[config.mk]
export PLATFORM = sky130hd
export DESIGN_NAME = imem_load_ctrl_flat
export DESIGN_NICKNAME = d
export VERILOG_FILES = /design/src/rtl/imem_load_ctrl_pkg.sv /design/src/rtl/imem_load_ctrl_if.sv /design/src/rtl/imem_load_ctrl.sv /design/src/flat_wrapper.sv
export SDC_FILE = /design/constraint.sdc
export NUM_CORES = 1
export LEC_CHECK = 0
export ABC_CLOCK_PERIOD_IN_PS = 1800
export BUFFER_PORTS_ARGS = -buffer_cell sky130_fd_sc_hd__buf_2
export CAP_MARGIN = 5
export CORE_MARGIN = 1.5
export CORE_UTILIZATION = 32
export CTS_BUF_LIST = sky130_fd_sc_hd__clkbuf_4
export DETAILED_ROUTE_END_ITERATION = 16
export HOLD_SLACK_MARGIN = 0.03
export PLACE_DENSITY = 0.89
export SETUP_SLACK_MARGIN = 0.2
export SLEW_MARGIN = 40
export SYNTH_ARGS = -nofsm -noshare
export SYNTH_HDL_FRONTEND = slang
export SYNTH_SLANG_ARGS = --single-unit
[constraint.sdc]
create_clock -name clk_i -period 1.8 [get_ports clk_i]
set_clock_uncertainty 0.15 [all_clocks]
set_input_delay 0.27 -clock clk_i [delete_from_list [all_inputs] [get_ports clk_i]]
set_output_delay 0.27 -clock clk_i [all_outputs]
set_load 0.005 [all_outputs]
[src/rtl/imem_load_ctrl_pkg.sv]
// Shared types and defaults for the instruction-memory load controller.
package imem_load_ctrl_pkg;

    localparam int DEPTH_DEF = 2048;
    localparam int AW_DEF    = 11;

    typedef enum logic [1:0] {
        ST_RUN   = 2'd0,
        ST_LOAD  = 2'd1,
        ST_FLUSH = 2'd2
    } state_t;

endpackage

[src/rtl/imem_load_ctrl_if.sv]
// Loader, fetch and imem write-port signals of the load controller.
interface imem_load_ctrl_if
    import imem_load_ctrl_pkg::*;
#(
    parameter int AW = AW_DEF
);
    logic          load_start_i;
    logic          load_valid_i;
    logic [31:0]   load_data_i;
    logic          load_last_i;
    logic          load_ready_o;
    logic [31:0]   fetch_addr_i;
    logic          fetch_stall_o;
    logic          cpu_rst_no;
    logic [AW-1:0] mem_addr_o;
    logic [31:0]   mem_wdata_o;
    logic          mem_we_o;
    logic [AW:0]   word_cnt_o;
    logic          done_o;
    logic          err_o;

    modport slave (
        input  load_start_i, load_valid_i, load_data_i, load_last_i, fetch_addr_i,
        output load_ready_o, fetch_stall_o, cpu_rst_no, mem_addr_o, mem_wdata_o,
               mem_we_o, word_cnt_o, done_o, err_o
    );

    modport master (
        output load_start_i, load_valid_i, load_data_i, load_last_i, fetch_addr_i,
        input  load_ready_o, fetch_stall_o, cpu_rst_no, mem_addr_o, mem_wdata_o,
               mem_we_o, word_cnt_o, done_o, err_o
    );

endinterface

[src/rtl/imem_load_ctrl.sv]
// Streams a program into imem while holding the core in reset, then hands
// the memory port back to instruction fetch.
//
// state    | meaning
// ST_RUN   | core runs, fetch owns the imem address
// ST_LOAD  | loader words are written at consecutive addresses
// ST_FLUSH | single cycle after the final word, core still held
module imem_load_ctrl
    import imem_load_ctrl_pkg::*;
#(
    parameter int DEPTH = DEPTH_DEF,
    parameter int AW    = AW_DEF
) (
    input  logic             clk_i,
    input  logic             rst_ni,
    imem_load_ctrl_if.slave  bus
);

    localparam logic [AW:0] LAST_IDX = (AW+1)'(DEPTH - 1);
    localparam logic [AW:0] CNT_ONE  = (AW+1)'(1);

    state_t      r_state;
    state_t      w_next;
    logic [AW:0] r_cnt;
    logic        r_err;
    logic        r_done;
    logic        r_cpu_rst_n;
    logic        w_accept;
    logic        w_overflow;
    logic        w_unused;

    assign w_unused = ^{bus.fetch_addr_i[31:AW+2], bus.fetch_addr_i[1:0]};

    always_comb begin
        w_next            = r_state;
        w_accept          = 1'b0;
        w_overflow        = 1'b0;
        bus.load_ready_o  = 1'b0;
        bus.fetch_stall_o = 1'b0;
        bus.mem_we_o      = 1'b0;
        bus.mem_addr_o    = bus.fetch_addr_i[AW+1:2];
        bus.mem_wdata_o   = bus.load_data_i;
        case (r_state)
            ST_RUN: begin
                if (bus.load_start_i) w_next = ST_LOAD;
            end
            ST_LOAD: begin
                bus.load_ready_o  = 1'b1;
                bus.fetch_stall_o = 1'b1;
                bus.mem_addr_o    = r_cnt[AW-1:0];
                w_accept          = bus.load_valid_i;
                bus.mem_we_o      = bus.load_valid_i;
                if (w_accept) begin
                    if (bus.load_last_i) begin
                        w_next = ST_FLUSH;
                    end else if (r_cnt == LAST_IDX) begin
                        // memory full without a last marker: stop rather than wrap
                        w_next     = ST_FLUSH;
                        w_overflow = 1'b1;
                    end
                end
            end
            ST_FLUSH: begin
                bus.fetch_stall_o = 1'b1;
                w_next            = ST_RUN;
            end
            default: w_next = ST_RUN;
        endcase
    end

    always_ff @(posedge clk_i or negedge rst_ni) begin
        if (!rst_ni) begin
            r_state     <= ST_RUN;
            r_cnt       <= '0;
            r_err       <= 1'b0;
            r_done      <= 1'b0;
            r_cpu_rst_n <= 1'b0;
        end else begin
            r_state     <= w_next;
            r_done      <= (r_state == ST_FLUSH);
            r_cpu_rst_n <= (w_next == ST_RUN);
            if (r_state == ST_RUN && bus.load_start_i) begin
                r_cnt <= '0;
                r_err <= 1'b0;
            end else if (w_accept) begin
                r_cnt <= r_cnt + CNT_ONE;
            end
            if (w_overflow) r_err <= 1'b1;
        end
    end

    assign bus.cpu_rst_no = r_cpu_rst_n;
    assign bus.word_cnt_o = r_cnt;
    assign bus.done_o     = r_done;
    assign bus.err_o      = r_err;

endmodule

[src/flat_wrapper.sv]
// flat-port wrapper written by rule: the top's interface ports become plain ports
module imem_load_ctrl_flat import imem_load_ctrl_pkg::*;
#(
    parameter int DEPTH = DEPTH_DEF,
    parameter int AW    = AW_DEF
)
  (clk_i, rst_ni, bus_load_start_i, bus_load_valid_i, bus_load_data_i, bus_load_last_i, bus_fetch_addr_i, bus_load_ready_o, bus_fetch_stall_o, bus_cpu_rst_no, bus_mem_addr_o, bus_mem_wdata_o, bus_mem_we_o, bus_word_cnt_o, bus_done_o, bus_err_o);
  imem_load_ctrl_if #(.AW(AW)) bus_i ();
  input  logic clk_i;
  input  logic rst_ni;
  input wire logic [$bits(bus_i.load_start_i)-1:0] bus_load_start_i;
  input wire logic [$bits(bus_i.load_valid_i)-1:0] bus_load_valid_i;
  input wire logic [$bits(bus_i.load_data_i)-1:0] bus_load_data_i;
  input wire logic [$bits(bus_i.load_last_i)-1:0] bus_load_last_i;
  input wire logic [$bits(bus_i.fetch_addr_i)-1:0] bus_fetch_addr_i;
  output wire logic [$bits(bus_i.load_ready_o)-1:0] bus_load_ready_o;
  output wire logic [$bits(bus_i.fetch_stall_o)-1:0] bus_fetch_stall_o;
  output wire logic [$bits(bus_i.cpu_rst_no)-1:0] bus_cpu_rst_no;
  output wire logic [$bits(bus_i.mem_addr_o)-1:0] bus_mem_addr_o;
  output wire logic [$bits(bus_i.mem_wdata_o)-1:0] bus_mem_wdata_o;
  output wire logic [$bits(bus_i.mem_we_o)-1:0] bus_mem_we_o;
  output wire logic [$bits(bus_i.word_cnt_o)-1:0] bus_word_cnt_o;
  output wire logic [$bits(bus_i.done_o)-1:0] bus_done_o;
  output wire logic [$bits(bus_i.err_o)-1:0] bus_err_o;
  assign bus_i.load_start_i = bus_load_start_i;
  assign bus_i.load_valid_i = bus_load_valid_i;
  assign bus_i.load_data_i = bus_load_data_i;
  assign bus_i.load_last_i = bus_load_last_i;
  assign bus_i.fetch_addr_i = bus_fetch_addr_i;
  assign bus_load_ready_o = bus_i.load_ready_o;
  assign bus_fetch_stall_o = bus_i.fetch_stall_o;
  assign bus_cpu_rst_no = bus_i.cpu_rst_no;
  assign bus_mem_addr_o = bus_i.mem_addr_o;
  assign bus_mem_wdata_o = bus_i.mem_wdata_o;
  assign bus_mem_we_o = bus_i.mem_we_o;
  assign bus_word_cnt_o = bus_i.word_cnt_o;
  assign bus_done_o = bus_i.done_o;
  assign bus_err_o = bus_i.err_o;
  imem_load_ctrl #(.DEPTH(DEPTH), .AW(AW)) u_core (.clk_i(clk_i), .rst_ni(rst_ni), .bus(bus_i));
endmodule
Word level (Yosys, flattened, before mapping)
Index checks and enable logic that the tools add are counted.
{"block": "op_classes", "add_sub_neg": 1, "n_mul": 0, "n_div": 0, "n_lt_le_gt_ge": 0, "eq_ne": 3, "n_shift": 0, "mux": 17, "n_bitwise": 0, "n_reduce_logical": 6}
{"op": "12-bit two-way mux", "count": 2}
{"op": "12-bit by 1-bit adder with 12-bit output, second input constant", "count": 1}
{"op": "12-bit by 11-bit equality test with 1-bit output, second input constant", "count": 1}
{"op": "11-bit two-way mux", "count": 1}
{"op": "1-bit two-way mux", "count": 9}
{"op": "2-bit two-way mux", "count": 4}
{"op": "2-bit zero test", "count": 2}
{"op": "2-bit one-hot mux with 2 select lines", "count": 1}
{"op": "2-bit nonzero test", "count": 2}
{"op": "2-bit by 1-bit equality test with 1-bit output, second input constant", "count": 1}
{"op": "2-bit equality test, second input constant", "count": 1}
{"op": "2-bit OR reduction", "count": 1}
{"op": "1-bit logical AND", "count": 1}
{"block": "totals", "register_bits": 17, "latch_bits": 0, "ram_bits": 0, "mem_bits_ro": 0, "in_bits": 69, "output_inout_bits": 61, "elab_cells": 32, "mem_count": 0}

Longest topological paths before layout
{"block": "logic_depth", "word_depth": 6, "mapped_depth": 8, "depth_no_buf": 7}

Worst setup path before layout
OpenSTA, ideal clock, no wires.
{"block": "synth_path", "path_kind": "register -> output", "startpoint": "register u_core.r_state[1]", "endpoint": "output port bus_mem_addr_o[4]", "arrival_time_ns": 1.522, "t_required_ns": 1.380, "setup_slack_ns": -0.142, "path_stages_with_launch": 6, "path_buffers": 2, "cell_sequence": "dfrtp_1 > inv_1 > ha_1 > buf_2 > buf_1 > mux2_2"}
{"block": "synth_between", "elab_chain_len": 2}
{"element": "from (decl)", "line_no": "imem_load_ctrl.sv:22", "rtl": "state_t r_state;"}
{"element": "from (signal assigned)", "line_no": "imem_load_ctrl.sv:79", "rtl": "r_state <= w_next;"}
{"element": "2-bit by 1-bit equality test with 1-bit output", "line_no": "imem_load_ctrl.sv:43", "rtl": "case (r_state)"}
{"element": "11-bit two-way mux", "line_no": "imem_load_ctrl.sv:43"}
{"element": "to (decl)", "line_no": "flat_wrapper.sv:19", "rtl": "output wire logic [$bits(bus_i.mem_addr_o)-1:0] bus_mem_addr_o;"}
No other way between the ends.

Worst setup path in the final report
{"block": "layout_path", "startpoint": "register u_core.r_state[1]", "endpoint": "output port bus_mem_addr_o[3]"}
The elaborated chain is that of the path after synthesis.

==> summary.txt <==
Clock network
  • Clock Path Buffers: 2
  • Clk slew on worst S/H paths: 0.10 ns
  • Clk_lat worst skew: between 0.2 and 0.3 ns
  • CTS Sinks: 17
  • Max H-tree Level: 1
  • TritonCTS clock tree: built
  • CTS root buf: clkbuf_4
  • Number of clock buffers inserted by TritonCTS: 3

Route
  • DRC errors left: 0
  • Metal3 WL: 176 um
  • Via count: 995
  • DR iter-0 viols: 6
  • DRT Pass-1 Iters: 3
  • Uppermost layer routed: met4
  • Met1 wire length: approximately 1200 um
  • Routed wl met2: 1510 um
  • Drt via density: 4.67
  • ANT nets after route: 0
  • WL/cell: 13.7 um
  • Drt total wl: 2920 um

Timing
  • Setup WS post-layout: -0.145 ns
  • Final hold vios: 0
  • Slew Limit Fails: 0
  • Worst-margin pin slew: 0.383 ns
  • Slew headroom: ~74%
  • Min cycle time layout: between 1.5 and 2 ns
  • Maximum clock frequency: 0.514 GHz
  • Final setup viols: 13
  • Tcrit/Tclk final: 108%
  • RSZ-0062 raised after global routing: yes

Floorplanning
  • Initial core utilization: between 30% and 40%
  • # rows: 22
  • Die Area: approximately 4200 sq um
  • Die width: roughly 65 um
  • Die height: about 65 um
  • I/O pin cnt: 130
  • Core area: roughly 3700 sq um

Hold path
  • Hold Path Class: in -> reg
  • Worst Hold Depth: 3

Cells and area
  • Ant diodes: 0
  • Nets@finish: 239
  • Area Growth Syn to Fin: 36.6%
  • Layout cells sized above 1: 62.4%

Placement
  • DP HPWL: 1910 um
  • DP Worst Slack: 0.0536 ns
  • GPL Wtd Cong: 0.768
  • Port-buffer cells: 44

Worst setup path
  • Buf/Inv on CP: 3
  • Worst Setup Start Kind: register
  • Data arrival, critical path: 1.53 ns
  • CP Depth: 5
  • Setup CP Type: reg -> out
  • Critical Path Slowest Stage Cell: dfrtp_1
  • Worst R2R Path Depth: 7
  • Worst path required time: 1.38 ns
  • Largest stage delay, worst path: slightly above 0.4 ns
  • Crit-path cells: inv_2, ha_4, buf_12, mux2_4, buf_6
  • Crit. End Element: primary output
  • Critical path's top delay family: flip-flops
  • CP max FO: 6

Synthesis
  • Post-synth top area share: 34.7%
  • Mapped Nets: between 200 and 250
  • Synth cell count leaders: buf_4 (32), dfrtp_1 (17), mux2_2 (11), nor2_1 (11)
  • Async set-reset flop share out of synthesis: 100%
  • Count leader, synth: buf_4
  • Synth cell types: 30
  • Ys flop type: dfrtp_1
  • Dominant cell type by area after synthesis: dfrtp_1
  • Sequential element share of the synthesized area: around a third
  • Number of synthesized flops with an enable pin: 0
  • Synth area leaders: dfrtp_1 (35%), buf_4 (20%), mux2_2 (10%), xor2_1 (5.0%), ha_1 (4.1%)
  • #FFs+latches synth: 17
  • Cells after Synth: 131
  • Mapped cell area: roughly 1200 sq um
  • Syn Area/Cell: 9.35 sq um
  • Ys Warns: 0

Global routing
  • First-pass GRT wire length: ~4700 um
  • Largest net degree at the start of global routing: 18
  • GRT Util Overall: between 10% and 20%
  • Initial antenna violation count: 0
  • Vias in the first global route: 1,036
  • Total global routing overflow: 0

Run status
  • Failing checks: setup timing
  • Outcome: finished, violations left

Power
  • VDD IR max: 680 uV
  • Switch share: 33.3%
  • NetSw: between 0.5 and 0.6 mW
  • Combinational share of power: 62.3%
  • Tot Pwr: 1.79 mW
  • Static leakage: a little under 0.9 nW
  • PD cells: 1070 nW/um^2
  • Clock power frac: about 11%
  • Sequential Power Share: 26.4%
  • Int Pwr: ~1.2 mW

Job
  • Max cap viols: 0
==> worst register-to-register path, delay by kind of cell (launching register included) <==
kind            cells  cell delay, ns
simple gates        3            0.68
flops               1            0.41
buf+inv             2            0.22
fa+ha+maj           1            0.20
compound gates      1            0.13
==> cell families (layout without fill, tap and decap cells) <==
kind of cell | Yosys count | count (layout) | share of synthesized area (%)
adder cells (fa/ha/maj) | 4 | 4 | 4.09
buffers and inverters | 41 | 75 | 22.6
AND/OR/NAND/NOR | 36 | 36 | 15.6
XOR/XNOR | 9 | 9 | 6.44
AO/OA/AOI/OAI | 13 | 13 | 6.44
flip-flops | 17 | 17 | 34.7
multiplexers | 11 | 11 | 10.1
==> layout by cell type, fill, tap and decap left out, types with 3 or more instances in the layout <==
cell type / netlist / layout
inv_2: 0 / 3
xor2_1: 7 / 7
mux2_4: 0 / 11
buf_4: 32 / 16
a21oi_2: 0 / 3
nand2_1: 7 / 4
buf_2: 2 / 34
nor2_1: 11 / 11
dfrtp_1: 17 / 17
clkbuf_4: 0 / 3
nand3_1: 5 / 3
buf_6: 0 / 13
==> power groups by stage <==
stage / clock (mW) / sequential [mW] / combinational (mW)
final: 0.203 / 0.471 / 1.11
after global placement: 0 / 0.482 / 0.669
after detailed placement: 0 / 0.486 / 0.688
after CTS: 0.208 / 0.472 / 1.00
after floorplan: 0 / 0.485 / 0.479
after global routing: 0.227 / 0.477 / 1.19
==> metrics by stage <==
| stage | hold slack (ns) | std cells | util (%) | TNS [ns] | instance area (sq um) |
|---|---|---|---|---|---|
| 3_5_place_dp | 0.0630 | 195 | 36.8 | 0 | 1350 |
| 2_1_floorplan | -0.176 | 131 | - | 0 | 1260 |
| 4_1_cts | 0.169 | 208 | 43.0 | -1.48 | 1570 |
| 6_report | 0.181 | 213 | 45.7 | -1.59 | 1670 |
| 3_3_place_gp | 0.0564 | 195 | 36.8 | 0 | 1350 |
| 5_1_grt | 0.185 | 213 | 45.7 | -2.45 | 1670 |
==> per-layer routing <==
layer  global-route usage (%)  up-vias
li1                         -      475
met1                     16.2      474
met2                     25.4       38
met3                     2.43        8
met4                     7.18        0
met5                        0        -
==> state kept, by name (all words and copies together) (netlist names) <==
name	count
u_core.bus.done_o	1
u_core.bus.word_cnt_o	12
u_core.bus.cpu_rst_no	1
u_core.bus.err_o	1
u_core.r_state	2
==> worst paths after layout <==
path | startpoint | to | slack, ns
max in group asynchronous | rst_ni | u_core.bus.word_cnt_o[10] | 0.96
min reg2reg | u_core.bus.err_o | u_core.bus.err_o | 0.37
min | bus_load_start_i | u_core.bus.cpu_rst_no | 0.18
max reg2reg | u_core.r_state[1] | u_core.bus.word_cnt_o[11] | -0.04
max | u_core.r_state[1] | bus_mem_addr_o[3] | -0.15
min in group asynchronous | rst_ni | u_core.bus.done_o | 0.26
==> area by class of cell <==
type / instances / area [sq um]
clock inverter: 1 / 5.00
tap: 48 / 60.1
timing repair buffer: 66 / 487
clock buffer: 3 / 22.5
multi-input combinational: 73 / 654
sequential: 17 / 425
fill: 335 / 1990
inverter: 5 / 18.8
==> repair_timing <==
action                                  4_1_cts  5_1_grt
cloned                                        0        0
hold buffers                                  1        0
setup buffers                                 8        5
pin swaps                                     3        3
endpoints found under the setup margin       29       28
hold endpoints to repair                     17        0
resized for setup                            29       14
Note: power is estimated with default switching activity, not from simulation.
